===== src/rtl/cc_branch_unit.sv =====
// cc_branch_unit: condition-code register, branch condition evaluator and
// LIFO flag save stack for interrupt entry/return.
module cc_branch_unit #(
    parameter int DEPTH = 4
) (
    input  logic       clk,
    input  logic       rst,
    input  logic       cc_we,
    input  logic       Z_in,
    input  logic       V_in,
    input  logic       C_in,
    input  logic       N_in,
    input  logic       br_en,
    input  logic [3:0] cond,
    input  logic       push,
    input  logic       pop,
    output logic       Z,
    output logic       V,
    output logic       C,
    output logic       N,
    output logic       Pre_C,
    output logic       br_taken,
    output logic       stack_full,
    output logic       stack_empty,
    output logic       err
);
    localparam int SPW = $clog2(DEPTH) + 1;
    logic [3:0]     flags_q, flags_d;
    logic [SPW-1:0] sp_q, sp_d, sp_m1;
    logic           err_q, err_d;
    logic [3:0]     stack_q [DEPTH];
    logic           do_push, do_pop;
    logic [15:0]    ev;
    assign stack_empty = sp_q == '0;
    assign stack_full  = sp_q == SPW'(DEPTH);
    assign sp_m1       = sp_q - 1'b1;
    assign do_push     = push & ~pop & ~stack_full;
    assign do_pop      = pop & ~push & ~stack_empty;
    assign {N, Z, C, V} = flags_q;
    assign Pre_C       = flags_q[1];
    assign err         = err_q;
    // Bit i of ev is the truth of condition code i on the registered flags.
    assign ev = {1'b0, 1'b1, Z | (N != V), ~Z & (N == V), N != V, N == V,
                 ~C | Z, C & ~Z, ~V, V, ~N, N, ~C, C, ~Z, Z};
    assign br_taken = br_en & ev[cond];
    always_comb begin
        flags_d = do_pop ? stack_q[sp_m1[SPW-2:0]]
                : cc_we  ? {N_in, Z_in, C_in, V_in} : flags_q;
        sp_d    = do_push ? sp_q + 1'b1 : do_pop ? sp_m1 : sp_q;
        err_d   = err_q | (push & ~pop & stack_full) | (pop & ~push & stack_empty);
    end
    always_ff @(posedge clk) begin
        if (rst) begin
            flags_q <= '0;
            sp_q    <= '0;
            err_q   <= 1'b0;
        end else begin
            flags_q <= flags_d;
            sp_q    <= sp_d;
            err_q   <= err_d;
            if (do_push) stack_q[sp_q[SPW-2:0]] <= flags_q;
        end
    end
endmodule

===== config.mk =====
export PLATFORM = sky130hd
export DESIGN_NAME = cc_branch_unit
export DESIGN_NICKNAME = d
export VERILOG_FILES = /design/src/rtl/cc_branch_unit.sv
export SDC_FILE = /design/constraint.sdc
export NUM_CORES = 1
export LEC_CHECK = 0
export CORE_MARGIN = 2
export CORE_UTILIZATION = 46
export DETAILED_ROUTE_END_ITERATION = 10
export PLACE_DENSITY = 0.75
export SYNTH_ARGS = -nofsm -noshare
export SYNTH_HDL_FRONTEND = slang
export SYNTH_SLANG_ARGS = --single-unit

===== constraint.sdc =====
create_clock -name clk -period 1.9 [get_ports clk]
set_input_delay 0.285 -clock clk [delete_from_list [all_inputs] [get_ports clk]]
set_output_delay 0.285 -clock clk [all_outputs]
set_load 0.02 [all_outputs]

==> impl_results.md, run 1 <==
* Flip-flop and latch count after synthesis at 24
* Reg-to-reg critical path endpoint: stack_q[1][3]
* Slew headroom at 75.42%
* Worst Skew at 0.009715 ns
* Worst hold path startpoint: err
* Proportion of layout cells with a drive suffix above 1 at 24.63%
* Final slew viol count at 0
* Min cycle time layout at 1.905 ns
* Crit Path Category: register to primary output
* Htree depth at 1
* Total grt overflow at 0
* WL final at 2664 um
* Drt drc at 0
* Die Ht at 55.63 um
* Pint at 1012 uW
* Final setup fails at 1
* Hold_ws at 0.4802 ns
* Clk sink count at 24
* Core Region at 2500 um2
* # rows at 18
* Worst reg-to-reg setup slack at 0.17 ns
* CTS tree: done
* Via density at 5.573
* Yosys Warn Count at 0
* CTS Buffer Depth at 2
* Seq/Total Area, Yosys at 52.24%
* Arrival time worst endpoint at 1.62 ns
* Seq pwr share at 43.3%
* Fin crit share at 100.2%
* Clk Latency, worst-skew pair at 0.32 ns
* Startpoint Class: register
* Failing checks: negative setup slack
* Syn Nets at 116
* Worst-path maximum fanout at 3
* Switching Power at 387.3 uW
* Net Sw Frac at 27.68%
* Area of the die at 3095 um2
* Yosys cell types at 34
* Cell count after placement at 160
* Leakage at 0.0006256 uW
* FF-to-FF Start: sp_q[0]
* Pwr Density at 856.9 nW/um2
* Vias at 914
* Finished Core Util at 65.32%
* Initial drt markers at 17
* 1st-pass router iterations at 4
* Worst-path clk slew at 0.13 ns
* Overall track demand over capacity in global routing at 18.82%
* Area growth syn-to-layout at 33.16%
* Top_reg_cell synth: edfxtp_1
* Fin cells at 164
* Number of I/O pins at 23
* Pin count of the biggest net entering global routing at 15
* Fin nets at 154
* Total Power at 1399 uW
* Post-synth EDFFs at 16
* Gate Count Post-Synth at 97
* Vias in the first global route at 900
* Clk root buf: clkbuf_4
* Port bufs at 22
* Post-CTS Setup Bufs at 0
* DP Wirelength at 1955 um
* Maximum clock rate at 525.0 MHz
* Antenna violations before repair at 0
* Fillers at 187
* FFs w/ async S/R, synth at 0%
* Final worst setup slack at -0.004727 ns
* Die width at 55.63 um
* Worst Path Required at 1.62 ns
* Status: complete, but fails checks
* Wirelength per Cell at 16.24 um
* RSZ-0062 raised after global routing: true
* Hold path cells at 2
* Logic pwr share at 29.7%
* Hold Fails Final Rpt at 0
* CTS buffer count at 3
* WHS Endpoint: err
* Clock power share at 27.0%
* CP endpoint kind: primary output
* Reg2Reg Depth at 5
* # diodes at 0
* Gpl congestion at 0.7846
* Post-Syn Area at 1226 um2
* Min-delay worst type: register to register
* Worst-Margin Slew at 0.3654 ns
* Max-cap violations at 0
* Antenna-violating nets left at 0
* First-pass GRT wire length at 4312 um
* Initial Util at 49.05%
* Peak supply drop at 605.3 uV
* Syn avg cell area at 12.64 um2
per-layer routing:
metal	GRT usage, %	vias up	part of all wire, %
met3	2.093	4	4.0
met5	0	-	0
met1	24.57	439	45
met2	30.95	29	49
li1	-	442	-
met4	9.756	0	2.2
layout make-up:
class	count	area, um2	share of cell area (%)
sequential	24	643.1	39.39
multi-input combinational	65	555.5	34.02
timing repair buffer	38	332.8	20.38
tap	30	37.54	2.299
clock inverter	1	30.03	1.839
clock buffer	3	22.52	1.379
inverter	3	11.26	0.6897
power groups by stage:
stage | sequential (uW) | combinational (uW) | clock, uW
2_1_floorplan | 639 | 214 | 0
4_1_cts | 605 | 415 | 380
3_5_place_dp | 617 | 412 | 0
6_report | 606 | 416 | 378
3_3_place_gp | 616 | 403 | 0
5_1_grt | 610 | 448 | 402
cell usage in the layout, fill, tap and decap left out:
cell,instances
clkdlybuf4s50_1,17
buf_4,17
edfxtp_1,16
nor2_1,9
mux2i_1,8
dfxtp_1,6
a211oi_1,5
and2_1,4
mux4_2,4
ha_1,4
dlygate4sd2_1,4
nand2b_1,3
nand2_1,3
clkbuf_4,3
inv_1,2
nor3_1,2
o21bai_1,2
xor2_1,2
a32o_1,2
a21oi_1,2
xnor2_1,2
dfxtp_2,2
inv_2,1
nor4_1,1
nor3b_1,1
a311oi_2,1
nor2b_4,1
o21ai_2,1
and2b_4,1
nor2b_1,1
o21ai_0,1
o2111ai_1,1
o22ai_1,1
or3b_1,1
a22oi_1,1
ha_2,1
bufinv_16,1
worst max-delay path, cell delays in order, from the launching register on:
cell,delay (ns)
dfxtp_2,0.36
buf_4,0.13
mux2i_1,0.14
nor3_1,0.07
a311oi_2,0.23
mux2i_1,0.22
buf_4,0.16
logic make-up (layout without fill, tap and decap cells):
logic type | after synthesis | count (layout) | synth area share (%)
AOI/OAI and AO/OA | 17 | 17 | 10.41
xor gates and xnor gates | 4 | 4 | 2.858
adders and majority gates | 5 | 5 | 5.102
buffers and inverters | 8 | 45 | 3.162
DFF | 24 | 24 | 52.24
muxes | 12 | 12 | 13.88
and+or+nand+nor | 27 | 27 | 12.35
through the flow:
stage | TNS (ns) | setup slack, ns | area (um2)
final | -0.004727 | -0.004727 | 1633
after global routing | -0.06879 | -0.06879 | 1633
after CTS | -0.05717 | -0.05717 | 1632
after detailed placement | -0.6968 | -0.6968 | 1577
after global placement | -0.6034 | -0.6034 | 1577
after floorplan | 0 | 0.08038 | 1226
cell usage after synthesis, types with 2 or more instances:
cell type | count | area (um2)
mux2i_1 | 8 | 80.08
inv_1 | 2 | 7.510
a32o_1 | 2 | 20.02
xnor2_1 | 2 | 17.52
nor3_1 | 2 | 10.01
mux4_2 | 4 | 90.09
and2_1 | 4 | 25.02
edfxtp_1 | 16 | 480.5
nand2_1 | 3 | 11.26
o21bai_1 | 2 | 15.01
buf_4 | 2 | 15.01
dfxtp_1 | 8 | 160.2
ha_1 | 5 | 62.56
a211oi_1 | 5 | 37.54
nor2_1 | 9 | 33.78
nand2b_1 | 3 | 18.77
xor2_1 | 2 | 17.52
a21oi_1 | 2 | 10.01
flip-flops by register name, summed over array words and instances (netlist names):
signal	cells
flags_q	4
sp_q	3
stack_q	16
err	1
repair_timing:
| action | in CTS | in global routing |
|---|---|---|
| pin swaps | 1 | 3 |
| endpoints found under the hold margin | 0 | 0 |
| endpoints found under the setup margin | 3 | 1 |
| resized for setup | 12 | 1 |
| hold buffers | 0 | 0 |
worst max-delay path by stage:
stage                          start            end  slack [ns]  cells past startpoint
after floorplan              sp_q[0]  stack_q[1][0]        0.08                      6
after global placement       cond[2]       br_taken       -0.60                      6
after detailed placement     cond[2]       br_taken       -0.70                      6
after CTS                 flags_q[3]       br_taken       -0.06                      6
after global routing      flags_q[0]       br_taken       -0.07                      5
final                     flags_q[3]       br_taken      -0.005                      6
Power figures use the tool's default switching activity.
==> run 2: changes to the inputs <==
--- a/config.mk
+++ b/config.mk
@@ -9,6 +9,7 @@
 export CORE_UTILIZATION = 46
 export DETAILED_ROUTE_END_ITERATION = 10
 export PLACE_DENSITY = 0.75
+export SKIP_CTS_REPAIR_TIMING = 1
 export SYNTH_ARGS = -nofsm -noshare
 export SYNTH_HDL_FRONTEND = slang
 export SYNTH_SLANG_ARGS = --single-unit
==> run 2 against run 1 <==
Against the previous run:
- the flow still finishes with violations (negative setup slack)
- flip-flop and latch count unchanged
- worst setup slack lost 0.051 ns
- register-to-register slack hardly changed
- sequential share of layout area down 0.36 points
- first-iteration DRC count increased by 59%
- final cell count unchanged
- critical path type unchanged
- critical endpoint unchanged
- largest cell class unchanged
==> impl_results.md, run 2 (synthesis gave the netlist of run 1 again) <==
* Final slew viol count at 0
* CP endpoint kind: primary output
* FF-to-FF Start: sp_q[0]
* Reg-to-reg critical path endpoint: stack_q[1][3]
* Post-DP Area at 1577 um2
* Finished Core Util at 65.92%
* Clock power share at 26.8%
* Pin count of the biggest net entering global routing at 15
* Core Region at 2500 um2
* Wirelength per Cell at 16.20 um
* Area of the die at 3095 um2
* Worst Path Required at 1.62 ns
* Final design area excluding fillers at 1648 um2
* WHS Endpoint: err
* Antenna-violating nets left at 0
* Fin nets at 154
* CTS tree: done
* Htree depth at 1
* CTS buffer count at 3
* Vias in the first global route at 906
* RSZ-0062 raised after global routing: true
* 1st-pass router iterations at 4
* Min cycle time layout at 1.956 ns
* Switching Power at 383.3 uW
* Drt drc at 0
* DP Wirelength at 1955 um
* Gpl congestion at 0.7846
* Slew headroom at 74.78%
* Status: complete, but fails checks
* Startpoint Class: register
* Vias at 906
* Max-cap violations at 0
* Worst-path clk slew at 0.13 ns
* Hold Fails Final Rpt at 0
* Most frequent cells in the layout: clkdlybuf4s50_1 (17), buf_4 (17), edfxtp_1 (16), nor2_1 (9), mux2i_1 (8)
* Reg2Reg Depth at 5
* Gr busiest metal: met2
* CTS Buffer Depth at 2
* Final worst setup slack at -0.05592 ns
* Worst reg-to-reg setup slack at 0.17 ns
* Worst-Margin Slew at 0.3748 ns
* Worst Skew at 0.01077 ns
* Clk root buf: clkbuf_4
* Peak supply drop at 600.0 uV
* # diodes at 0
* Area growth syn-to-layout at 34.39%
* Clk Latency, worst-skew pair at 0.32 ns
* Hold path cells at 2
* Fillers at 179
* Pwr Density at 849.9 nW/um2
* Port bufs at 22
* Worst hold path startpoint: err
* Max FFs per register at 16
* Via density at 5.524
* Die Ht at 55.63 um
* Min-delay worst type: register to register
* Net Sw Frac at 27.37%
* Failing checks: negative setup slack
* Proportion of layout cells with a drive suffix above 1 at 24.63%
* First-pass GRT wire length at 4326 um
* Seq pwr share at 43.2%
* Total grt overflow at 0
* Hold_ws at 0.4793 ns
* Initial drt markers at 27
* Maximum clock rate at 511.3 MHz
* Arrival time worst endpoint at 1.67 ns
* Fin crit share at 102.9%
* Number of I/O pins at 23
* Antenna violations before repair at 0
* Die width at 55.63 um
* Logic pwr share at 30.0%
* Met1 Use GR at 24.88%
* Setup TNS at -0.05592 ns
* Leakage at 0.0006593 uW
* WL final at 2656 um
* Initial Util at 49.05%
* Final setup fails at 1
* Crit Path Category: register to primary output
* # rows at 18
* Worst-path maximum fanout at 3
* Pint at 1017 uW
* Met3 usage at 2.093%
* Overall track demand over capacity in global routing at 18.82%
* GRT met2 Usage at 30.61%
* Clk sink count at 24
==> run 2: power groups by stage <==
stage	Sequential, uW	Combinational, uW	Clock, uW
global route	610	454	402
detailed placement	617	412	0
CTS	605	417	380
finish	606	420	375
global placement	616	403	0
floorplan	639	214	0
==> run 2: area by class of cell <==
cell class,count,area (um2),share of cell area [%]
repair buffers,38,347.8,21.11
clock buffers,3,22.52,1.367
flip-flops and latches,24,643.1,39.03
multi-input cells,65,555.5,33.71
clock inverters,1,30.03,1.822
well taps,30,37.54,2.278
inverters,3,11.26,0.6834
==> run 2: worst max-delay path, cell delays in order (launching register included) <==
cell and delay, ns:
dfxtp_2 0.36, buf_4 0.13, mux2i_1 0.14, nor3_1 0.07, a311oi_2 0.28, mux2i_1 0.22
buf_4 0.16
==> run 2: per-layer routing <==
layer / share of wire [%] / vias to the layer above
li1: - / 440
met1: 43 / 431
met2: 50 / 31
met3: 4.8 / 4
met4: 2.3 / 0
met5: 0 / -
==> run 2: worst max-delay path by stage <==
stage / startpoint / to
2_1_floorplan: sp_q[0] / stack_q[1][0]
3_3_place_gp: cond[2] / br_taken
3_5_place_dp: cond[2] / br_taken
4_1_cts: cond[2] / br_taken
5_1_grt: flags_q[3] / br_taken
6_report: flags_q[3] / br_taken
==> run 2: per-stage QoR <==
step,total power [uW],cells,setup WS (ns)
3_3_place_gp,1019,160,-0.6034
5_1_grt,1466,164,-0.1189
4_1_cts,1402,164,-0.7151
2_1_floorplan,852.5,97,0.08038
3_5_place_dp,1028,160,-0.6968
6_report,1400,164,-0.05592
